--- src/rtl/lsu.sv ---
// Load/store unit: accepts one request from ex, runs a single-outstanding word bus access,
// and aligns/extends load data for write-back. Bad width/alignment completes with err.
module lsu #(
  parameter int unsigned Xlen     = 32,
  parameter int unsigned RegAddrW = 5
) (
  input  logic                clk_i,
  input  logic                rst_ni,
  input  logic                req_valid_i,
  input  logic                req_we_i,
  input  logic [2:0]          req_funct3_i,
  input  logic [Xlen-1:0]     req_addr_i,
  input  logic [Xlen-1:0]     req_wdata_i,
  input  logic [RegAddrW-1:0] req_rd_i,
  output logic                pause_o,
  output logic                mem_req_o,
  output logic                mem_we_o,
  output logic [Xlen-1:0]     mem_addr_o,
  output logic [3:0]          mem_wstrb_o,
  output logic [Xlen-1:0]     mem_wdata_o,
  input  logic                mem_ready_i,
  input  logic [Xlen-1:0]     mem_rdata_i,
  output logic                regs_write_en_o,
  output logic [RegAddrW-1:0] regs_write_addr_o,
  output logic [Xlen-1:0]     regs_write_data_o,
  output logic                done_o,
  output logic                err_o
);

  typedef enum logic [1:0] {StIdle, StWait, StDone} state_e;

  state_e              state_q;
  logic [2:0]          funct3_q;
  logic [1:0]          off_q;
  logic                mem_req_q, mem_we_q, regs_write_en_q, done_q, err_q;
  logic [Xlen-1:0]     mem_addr_q, mem_wdata_q, regs_write_data_q;
  logic [3:0]          mem_wstrb_q;
  logic [RegAddrW-1:0] rd_q;

  logic                req_ok;
  logic [3:0]          wstrb_d;
  logic [Xlen-1:0]     wdata_d;
  logic [7:0]          ld_byte;
  logic [15:0]         ld_half;
  logic [Xlen-1:0]     ld_data;

  // Request legality and store lane placement, decoded straight from the ex inputs.
  always_comb begin
    req_ok  = 1'b0;
    wstrb_d = 4'b0000;
    wdata_d = req_wdata_i;
    case (req_funct3_i)
      3'b000: begin
        req_ok = 1'b1;
        if (req_we_i) begin
          wstrb_d = 4'b0001 << req_addr_i[1:0];
          wdata_d = {4{req_wdata_i[7:0]}};
        end
      end
      3'b001: begin
        req_ok = ~req_addr_i[0];
        if (req_we_i) begin
          wstrb_d = 4'b0011 << req_addr_i[1:0];
          wdata_d = {2{req_wdata_i[15:0]}};
        end
      end
      3'b010: begin
        req_ok = (req_addr_i[1:0] == 2'b00);
        if (req_we_i) wstrb_d = 4'b1111;
      end
      3'b100:  req_ok = ~req_we_i;
      3'b101:  req_ok = ~req_we_i & ~req_addr_i[0];
      default: req_ok = 1'b0;
    endcase
  end

  always_comb begin
    ld_byte = mem_rdata_i[{off_q, 3'b000} +: 8];
    ld_half = mem_rdata_i[{off_q[1], 4'b0000} +: 16];
    case (funct3_q)
      3'b000:  ld_data = {{24{ld_byte[7]}}, ld_byte};
      3'b100:  ld_data = {24'd0, ld_byte};
      3'b001:  ld_data = {{16{ld_half[15]}}, ld_half};
      3'b101:  ld_data = {16'd0, ld_half};
      default: ld_data = mem_rdata_i;
    endcase
  end

  always_ff @(posedge clk_i or negedge rst_ni) begin
    if (!rst_ni) begin
      state_q           <= StIdle;
      funct3_q          <= 3'b000;
      off_q             <= 2'b00;
      rd_q              <= '0;
      mem_req_q         <= 1'b0;
      mem_we_q          <= 1'b0;
      mem_addr_q        <= '0;
      mem_wstrb_q       <= 4'b0000;
      mem_wdata_q       <= '0;
      regs_write_en_q   <= 1'b0;
      regs_write_data_q <= '0;
      done_q            <= 1'b0;
      err_q             <= 1'b0;
    end else begin
      // Completion pulses last exactly the one DONE cycle.
      done_q          <= 1'b0;
      err_q           <= 1'b0;
      regs_write_en_q <= 1'b0;
      unique case (state_q)
        StIdle: begin
          if (req_valid_i) begin
            funct3_q <= req_funct3_i;
            off_q    <= req_addr_i[1:0];
            rd_q     <= req_rd_i;
            if (req_ok) begin
              state_q     <= StWait;
              mem_req_q   <= 1'b1;
              mem_we_q    <= req_we_i;
              mem_addr_q  <= {req_addr_i[Xlen-1:2], 2'b00};
              mem_wstrb_q <= wstrb_d;
              mem_wdata_q <= wdata_d;
            end else begin
              state_q <= StDone;
              done_q  <= 1'b1;
              err_q   <= 1'b1;
            end
          end
        end
        StWait: begin
          if (mem_ready_i) begin
            state_q         <= StDone;
            mem_req_q       <= 1'b0;
            done_q          <= 1'b1;
            regs_write_en_q <= ~mem_we_q & (rd_q != '0);
            if (!mem_we_q) regs_write_data_q <= ld_data;
          end
        end
        StDone:  state_q <= StIdle;
        default: state_q <= StIdle;
      endcase
    end
  end

  assign pause_o           = ((state_q == StIdle) & req_valid_i) | (state_q == StWait);
  assign mem_req_o         = mem_req_q;
  assign mem_we_o          = mem_we_q;
  assign mem_addr_o        = mem_addr_q;
  assign mem_wstrb_o       = mem_wstrb_q;
  assign mem_wdata_o       = mem_wdata_q;
  assign regs_write_en_o   = regs_write_en_q;
  assign regs_write_addr_o = rd_q;
  assign regs_write_data_o = regs_write_data_q;
  assign done_o            = done_q;
  assign err_o             = err_q;

endmodule
--- config.mk ---
export PLATFORM = sky130hd
export DESIGN_NAME = lsu
export DESIGN_NICKNAME = d
export VERILOG_FILES = /design/src/rtl/lsu.sv
export SDC_FILE = /design/constraint.sdc
export NUM_CORES = 1
export LEC_CHECK = 0
export CAP_MARGIN = 5
export CORE_MARGIN = 8
export CORE_UTILIZATION = 45
export CTS_CLUSTER_DIAMETER = 30
export DETAILED_ROUTE_END_ITERATION = 8
export GPL_TIMING_DRIVEN = 0
export PLACE_DENSITY_LB_ADDON = 0.05
export SLEW_MARGIN = 20
export SYNTH_ARGS = -nofsm -noshare
export SYNTH_HDL_FRONTEND = slang
export SYNTH_SLANG_ARGS = --single-unit
--- constraint.sdc ---
create_clock -name clk_i -period 4.2 [get_ports clk_i]
set_clock_uncertainty 0.15 [all_clocks]
set_input_delay 0.42 -clock clk_i [delete_from_list [all_inputs] [get_ports clk_i]]
set_output_delay 0.42 -clock clk_i [all_outputs]
set_load 0.02 [all_outputs]
# [Yosys cells after proc, flatten, opt, wreduce, memory -nomap -nowiden]
# Cells that the tools add are included.
[word_totals] wordCells=70 inputBits=109 out_inout_bits=111 reg_bits=115
[op_classes] n_mux=24 reduce_logical=11 n_eq_ne=11 bitwise_logic=7 n_shift=4
[ops] op="32-bit one-hot mux with 4 select lines" count=1
[ops] op="32-bit two-way mux" count=2
[ops] op="32-bit one-hot mux with 2 select lines" count=1
[ops] op="32-bit by 6-bit variable part select with 16-bit output" count=1
[ops] op="32-bit by 6-bit variable part select with 8-bit output" count=1
[ops] op="3-bit == test, second input constant" count=4
[ops] op="4-bit two-way mux" count=3
[ops] op="4-bit one-hot mux with 3 select lines" count=1
[ops] op="1-bit two-way mux" count=9
[ops] op="3-bit by 1-bit == test with 1-bit output, second input constant" count=2
[ops] op="3-bit logical NOT" count=2
[ops] op="2-bit two-way mux" count=3
[ops] op="2-bit != test, second input constant" count=3
[ops] op="3-bit AND reduction" count=2
[ops] op="1-bit one-hot mux with 5 select lines" count=1
[ops] op="5-bit nonzero test" count=1
[ops] op="2-bit logical NOT" count=2
[ops] op="1-bit one-hot mux with 2 select lines" count=2
[ops] op="2-bit one-hot mux with 2 select lines" count=1
[ops] op="2-bit AND reduction" count=2
[ops] op="4-bit AND reduction" count=1
[ops] op="1-bit by 2-bit << shifter with 4-bit output, first input constant" count=1
[ops] op="2-bit by 2-bit << shifter with 4-bit output, first input constant" count=1
[ops] op="1-bit bitwise AND" count=3
[ops] op="5 further kinds" count=7

# [Longest topological paths before layout]
# Gate-level depths: netlist of run 1.
[logic_depth] ltp_word=6 depth_mapped=8 mapped_depth_nobuf=6

# [Worst setup path before layout of run 1]
# Ideal clock, no wire load.
[synth_path] kind="input to register" start="input port req_addr_i[0]" end="register state_q[0]" setup_ns=0.127 path_stages=7 arrival_time_ns=1.510 setup_slack_ns=2.413 path_cell_list="inv_1 > ha_1 > nor2b_1 > o2111ai_2 > buf_2 > buf_4 > o21ai_0"
[synth_between] elab_chain_cells=6 elab_cells_between_ends=7
[synth_rtl] item="start: declaration" line_no="12" source="input logic [Xlen-1:0] req_addr_i,"
[synth_rtl] item="1-bit NOT" line_no="61, 72"
[synth_rtl] item="1-bit bitwise AND" line_no="72" source="3'b101: req_ok = ~req_we_i & ~req_addr_i[0];"
[synth_rtl] item="1-bit one-hot mux with 5 select lines *" line_no="52" source="case (req_funct3_i)"
[synth_rtl] item="2-bit two-way mux *" line_no="115" source="if (req_ok) begin"
[synth_rtl] item="2-bit two-way mux *" line_no="111" source="if (req_valid_i) begin"
[synth_rtl] item="2-bit one-hot mux with 2 select lines *" line_no="109" source="unique case (state_q)"
[synth_rtl] item="end signal: assignment" line_no="116" source="state_q <= StWait;"
[synth_rtl] item="end signal: assignment" line_no="123" source="state_q <= StDone;"
[synth_rtl] item="end signal: assignment" line_no="131" source="state_q <= StDone;"
[synth_rtl] item="end: declaration" line_no="32" source="state_e state_q;"
# Mark *: on every way between the ends. The rest lies on a longest branch, timed or not. The select of a mux whose other input is x is not followed.
# A chain may end at the register's enable or synchronous reset.

# [Worst setup path after layout of run 1]
[layout_path] start="input port req_addr_i[1]" end="register mem_addr_q[29] (netlist: mem_addr_o[29])"
[layout_between] elab_chain_cells=3
[layout_rtl] item="2-bit logical NOT" line_no="68" source="req_ok = (req_addr_i[1:0] == 2'b00);"
[layout_rtl] item="1-bit one-hot mux with 5 select lines" line_no="52"
[layout_rtl] item="3-bit AND reduction (no source line)"
[layout_rtl] item="end signal: assignment" line_no="119" source="mem_addr_q <= {req_addr_i[Xlen-1:2], 2'b00};"
[layout_rtl] item="end: declaration" line_no="36" source="logic [Xlen-1:0] mem_addr_q, mem_wdata_q, regs_write_data_q;"
# Every way passes these cells.

==> flow_summary_export.csv, run 1 <==
group,metric,value,unit
synth,synthArstFlopShare,1.00,
synth,ys.flop_type,"dfrtp_1",
synth,yosys_warnings,0,
worst_setup_path,crit_type,"input pin to flop",
die,core_area,0.0119,mm^2
detailed_routing,drcViolationCount,0,
status,status,"finished clean",
timing,tightest_slew,0.579,ns
detailed_routing,routed_wl,17100,um
detailed_routing,drtPass1Iterations,5,
timing,setup_ws,1.89,ns
worst_setup_path,critPathLaunchType,"input pin",
power_and_ir_drop,p_leak,3.70,nW
synth,synthSimpleGateAreaFrac,0.232,
synth,netlist_area,0.00538,mm^2
global_route,antenna_found_initial,0,
die,rows,40,
run,cap_violations,0,
timing,rsz0062_at_grt,"no",
min_path,hold_class,"input pin to flop",
worst_setup_path,setup.worst_path.end_class,"flop",
detailed_routing,drt_iter0_markers,290,
power_and_ir_drop,p_sw,1.81,mW
timing,hold_violations,0,
synth,synth-seq-cells,115,
global_route,grt_max_degree,70,
clocking,clockBufferDepth,2,
cells_and_area,antenna_cells,0,
worst_setup_path,slowest_delay,0.51,ns
cells_and_area,final_common_cell,"clkdlybuf4s50_1",
worst_setup_path,worstPathMaxFanout,10,
power_and_ir_drop,p_sw_frac,0.349,
clocking,cts_num_sinks,115,
power_and_ir_drop,ir_drop,0.334,mV
timing,fmax,0.433,GHz
cells_and_area,nNetsFinal,925,
clocking,h-tree-depth,4,
clocking,cts_buffers,17,
synth,synth_top_family_by_area,"simple AND/OR/NAND/NOR gates",
worst_setup_path,worstPathCellList,"clkdlybuf4s50_1 -> inv_1 -> ha_1 -> nor2b_1 -> o2111a_1 -> buf_2 -> buf_2 -> nand2_1 -> nand2_1",
die,io_pins,220,
power_and_ir_drop,clkPwrFrac,0.257,
global_route,grt_pass1_vias,5230,
timing,fin_crit,2.31,ns
power_and_ir_drop,p_int,3.36,mW
detailed_routing,viasPerCell,5.06,
clocking,cts_tree,"yes",
synth,ys_seq_area_frac,0.535,
cells_and_area,layout_common_cells,"clkdlybuf4s50_1, nand2_1, dfrtp_1, nand3_1, o21ai_0",
place,post-place-ws,1.50,ns
clocking,path_clk_slew,0.05,ns
cells_and_area,area_growth,54.3,%
timing,maxSlewHeadroom,0.614,
synth,syn_area_per_cell,9.35,um^2
place,portBuffers,215,
synth,synth-edff-count,0,
worst_setup_path,crit_required,4.40,ns
detailed_routing,num_vias,4905,
detailed_routing,avgRoutedWirePerCell,17.7,um
timing,setup_viol,0,
global_route,grt_usage,0.222,
timing,final-max-slew-violation-count,0,
worst_setup_path,arrival,2.51,ns
synth,synth_fa_ha_area_frac,0.00930,
die,start_util,0.453,
global_route,grt_overflow_total,0,
synth,ys_types,41,
detailed_routing,ant_nets,0,
power_and_ir_drop,power.total,5.17,mW
power_and_ir_drop,pwr_density_cell,623,mW/mm^2
synth,synth_cells,575,
power_and_ir_drop,comb_power_share,0.406,
place,dp_hpwl,13300,um
synth,synth.mux.area_fraction,0.0844,
timing,fin_crit_sh,0.550,
place,gp_congestion,0.852,
cells_and_area,drive_gt1_frac,0.0876,
die,die_w,125,um
power_and_ir_drop,p_seq_frac,0.337,
cells_and_area,finish.utilization,0.700,
global_route,grt_pass1_wl,27500,um
clocking,cts-root-buf,"clkbuf_16",
worst_setup_path,cpMaxStageDelayCell,"clkdlybuf4s50_1",
synth,synth_compound_area_frac,0.0996,
clocking,clkLatencyLatePin,0.41,ns
die,die-area,0.0157,mm^2
die,die_h,125,um
synth,yosys.area_share.xor_xnor,0,
cells_and_area,nFillCells,930,
-- cell families after synthesis --
family                     count (synthesis)
AOI/OAI and AO/OA                         83
muxes                                     43
adders and majority gates                  4
and+or+nand+nor                          285
DFF                                      115
other                                      1
buffers and inverters                     44
-- cell type report --
| class | count | area (um^2) | share of cell area |
|---|---|---|---|
| Inverter | 5 | 18.8 | 0.00226 |
| Buffer | 39 | 191 | 0.0231 |
| Sequential cell | 115 | 2880 | 0.347 |
| Tap cell | 147 | 184 | 0.0222 |
| Clock inverter | 5 | 52.6 | 0.00633 |
| Timing Repair Buffer | 217 | 2190 | 0.264 |
| Clock buffer | 24 | 492 | 0.0592 |
| Multi-Input combinational cell | 417 | 2290 | 0.276 |
-- synth_stat cells, drive strengths merged (4+ instances only) --
cell / count / share of area
ha: 4 / 0.0093
nor2b: 4 / 0.0047
a21o: 6 / 0.0084
clkbuf: 20 / 0.014
mux2: 16 / 0.033
a21oi: 18 / 0.017
mux2i: 27 / 0.051
dfrtp: 115 / 0.54
o31ai: 6 / 0.011
nor2: 26 / 0.018
nand3: 38 / 0.035
nand2b: 6 / 0.0074
nor3: 5 / 0.0088
a211oi: 9 / 0.013
inv: 5 / 0.0035
nor3b: 11 / 0.018
buf: 19 / 0.022
o21ai: 36 / 0.033
nand2: 191 / 0.13
-- worst max-delay path: cells and delay by family --
kind                       cells  cell delay (ns)
buffers and inverters          4             1.19
AOI/OAI and AO/OA              1             0.30
adders and majority gates      1             0.18
and+or+nand+nor                3             0.41
-- path summary, 6_finish.rpt --
path                                             from                               end  slack (ns)  depth (start not counted)
min in group asynchronous                      rst_ni  regs_write_addr_o[1]$_DFFE_PN0P_        0.37                          2
setup / recovery                        req_addr_i[1]        mem_addr_o[29]$_DFFE_PN0P_        1.89                          9
setup reg to reg               state_q[1]$_DFFE_PN0P_        mem_addr_o[29]$_DFFE_PN0P_        2.10                          6
max in group asynchronous                      rst_ni             mem_req_o$_DFFE_PN0P_        2.82                          3
hold / removal                        req_funct3_i[1]           funct3_q[1]$_DFFE_PN0P_        0.21                          2
hold reg to reg            mem_addr_o[14]$_DFFE_PN0P_        mem_addr_o[14]$_DFFE_PN0P_        0.32                          2
-- per-layer routing --
layer,track usage,part of all wire,up-vias
met1,0.241,0.39,2297
met5,0,0,-
li1,-,-,2394
met4,0.0831,0.019,0
met2,0.374,0.49,190
met3,0.101,0.096,24
-- timing repair --
| item | 4_1_cts | 5_1_grt |
|---|---|---|
| hold endpoints to repair | 46 | 0 |
| hold buffers | 1 | 0 |
| buffers inserted | 0 | 0 |
| resized for setup | 0 | 0 |
-- flip-flops by register name (all words and copies together) (netlist names) --
name and flops:
mem_wdata_o 32, done_o 1, mem_addr_o 30, mem_req_o 1, mem_we_o 1, off_q 2, regs_write_en_o 1, funct3_q 3
state_q 2, mem_wstrb_o 4, err_o 1, regs_write_data_o 32, regs_write_addr_o 5
-- power groups by stage --
stage | Clock, mW | Sequential [mW] | Combinational, mW
3_5_place_dp | 0 | 1.75 | 2.12
4_1_cts | 1.35 | 1.74 | 2.13
5_1_grt | 1.41 | 1.79 | 2.26
6_report | 1.33 | 1.74 | 2.10
2_1_floorplan | 0 | 2.20 | 0.545
3_3_place_gp | 0 | 1.73 | 2.09
-- stage by stage --
stage / TNS, ns / hold WS [ns] / area [um^2] / std cells
global route: 0 / 0.212 / 8300 / 969
global placement: -214.73 / 0.309 / 7720 / 938
finish: 0 / 0.214 / 8300 / 969
detailed placement: 0 / 0.238 / 7750 / 939
floorplan: 0 / -0.0256 / 5380 / 576
CTS: 0 / 0.200 / 8300 / 969
(Power assumes the default switching activity.)
==> inputs of run 2 (changes only) <==
- CORE_UTILIZATION: 45 -> 43
- clock period: 4.2 -> 2.2 ns (I/O delays scaled with it)
==> run 2 against run 1 <==
  * Total power grew 94%
  * Worst setup slack got worse by 1.7 ns
  * Combinational power is 91% higher
  * Sequential cell count unchanged
  * Clock power is 100% higher
  * Critical path depth unchanged
  * Die area grew 4.1%
  * Non-clock buffer count is 1 higher
  * First-iteration DRC count down 2.4%
==> flow_summary_export.csv, run 2 (synthesis gave the netlist of run 1 again) <==
group,metric,value,unit
die,start_util,0.433,
clocking,clkLatencyLatePin,0.41,ns
cells_and_area,layout_common_cells,"clkdlybuf4s50_1, nand2_1, dfrtp_1, nand3_1, o21ai_0",
clocking,cts_buffers,17,
worst_setup_path,reg2reg_to,"regs_write_data_o[9]$_DFFE_PN0P_",
worst_setup_path,setup.worst_path.end_class,"flop",
min_path,min_to,"mem_addr_o[12]$_DFFE_PN0P_",
clocking,h-tree-depth,4,
die,io_pins,220,
clocking,cts-root-buf,"clkbuf_16",
timing,fin_crit_sh,0.934,
status,status,"finished clean",
power_and_ir_drop,power.total,10.0,mW
worst_setup_path,worstPathMaxFanout,10,
worst_setup_path,critPathLaunchType,"input pin",
detailed_routing,drt_iter0_markers,283,
worst_setup_path,r2r_cells,4,
global_route,grt_overflow_total,0,
cells_and_area,multi_input_area,0.00230,mm^2
detailed_routing,avgRoutedWirePerCell,17.4,um
die,rows,41,
detailed_routing,drcViolationCount,0,
detailed_routing,routed.top_layer,"met4",
detailed_routing,num_vias,5021,
clocking,cts_tree,"yes",
detailed_routing,dr_wl_met2,8300,um
timing,final-max-slew-violation-count,0,
power_and_ir_drop,pwr_density_cell,1200,mW/mm^2
min_path,whs_path_depth,3,
worst_setup_path,reg2reg_from,"off_q[1]$_DFFE_PN0P_",
power_and_ir_drop,p_leak,3.73,nW
place,gp_congestion,0.833,
cells_and_area,final_common_cell,"clkdlybuf4s50_1",
global_route,grt_usage,0.218,
min_path,hold_class,"input pin to flop",
clocking,path_clk_slew,0.05,ns
clocking,cts_num_sinks,115,
run,cap_violations,0,
global_route,grt_pass1_wl,27800,um
clocking,clockBufferDepth,2,
worst_setup_path,arrival,2.25,ns
cells_and_area,area_growth,55.9,%
detailed_routing,ant_nets,0,
global_route,grt_pass1_vias,5301,
die,die_h,128,um
detailed_routing,routed_wl,17300,um
cells_and_area,nFillCells,1025,
detailed_routing,wl_met3,1780,um
timing,maxSlewHeadroom,0.588,
detailed_routing,met1_length,6820,um
cells_and_area,drive_gt1_frac,0.0945,
timing,tightest_slew,0.617,ns
global_route,grt_max_degree,61,
min_path,worstHoldStart,"req_addr_i[12]",
place,dp_hpwl,13400,um
cells_and_area,nNetsFinal,926,
timing,fmax,0.487,GHz
worst_setup_path,crit_required,2.39,ns
place,portBuffers,215,
timing,setup_viol,0,
global_route,antenna_found_initial,0,
worst_setup_path,ff2ff_setup_slack,0.20,ns
cells_and_area,regArea,0.00288,mm^2
timing,rsz0062_at_grt,"no",
detailed_routing,viasPerCell,5.04,
timing,fin_crit,2.05,ns
die,core_area,0.0124,mm^2
timing,hold_violations,0,
timing,setup-tns-final,0,ns
power_and_ir_drop,ir_drop,0.681,mV
die,die_w,128,um
detailed_routing,drtPass1Iterations,5,
die,die-area,0.0163,mm^2
cells_and_area,antenna_cells,0,
worst_setup_path,crit_type,"input pin to flop",
cells_and_area,finish.utilization,0.676,
==> run 2: changes by cell type in the layout (fill, tap and decap cells not counted), moves of 2 or more <==
| cell | before | now |
|---|---|---|
| clkbuf_1 | 23 | 19 |
| clkbuf_2 | 0 | 2 |
| clkinv_2 | 3 | 5 |
| clkinvlp_4 | 1 | 3 |
==> run 2: through the flow <==
step	worst slack, ns	instance area, um^2	cells	hold WS [ns]
CTS	0.0699	8380	997	0.168
global placement	-3.73	7750	963	0.308
detailed placement	-0.357	7780	964	0.0760
finish	0.145	8390	997	0.186
global route	0.0164	8390	997	0.194
floorplan	0.507	5380	576	-0.226
==> run 2: layout make-up <==
type	count	share of cell area
buffer	39	0.0234
clock buffer	21	0.0561
sequential	115	0.343
clock inverter	10	0.0128
tap	172	0.0257
timing repair buffer	218	0.262
multi-input combinational	417	0.274
inverter	5	0.00224
==> run 2: worst max path at each step <==
stage                              start                           endpoint  slack, ns  cells past startpoint
detailed placement         req_addr_i[1]        mem_wdata_o[23]$_DFFE_PN0P_      -0.36                      8
global placement                  rst_ni         mem_addr_o[19]$_DFFE_PN0P_      -3.73                      1
finish                     req_addr_i[1]         mem_addr_o[22]$_DFFE_PN0P_       0.15                      9
global route               req_addr_i[1]        mem_wdata_o[18]$_DFFE_PN0P_       0.02                      7
CTS                        req_addr_i[1]        mem_wdata_o[23]$_DFFE_PN0P_       0.07                      8
floorplan           mem_we_o$_DFFE_PN0P_  regs_write_data_o[22]$_DFFE_PN0P_       0.51                      6
==> run 2: what timing repair did <==
item	in CTS	in global routing
hold endpoints to repair	56	0
buffers inserted	0	0
hold buffers	2	0
setup endpoints to repair	0	19
gates resized for setup	0	6
==> run 2: per-layer routing <==
layer / track usage / vias to the layer above
met1: 0.238 / 2401
met5: 0 / -
met2: 0.362 / 187
met4: 0.0846 / 0
li1: - / 2402
met3: 0.102 / 31
==> run 2: report_power, final <==
part	switching, mW	leakage, nW	internal, mW	total [mW]
clock	0.950	0.281	1.74	2.69
sequential	0.460	1.43	2.87	3.33
combinational	2.10	2.02	1.91	4.01
==> run 2: critical path, cell delays in order <==
cell	delay [ns]
clkdlybuf4s50_1	0.57
inv_1	0.11
ha_1	0.21
nor2b_1	0.17
o2111ai_2	0.31
buf_2	0.30
buf_4	0.21
nand2_1	0.07
nand2_1	0.07
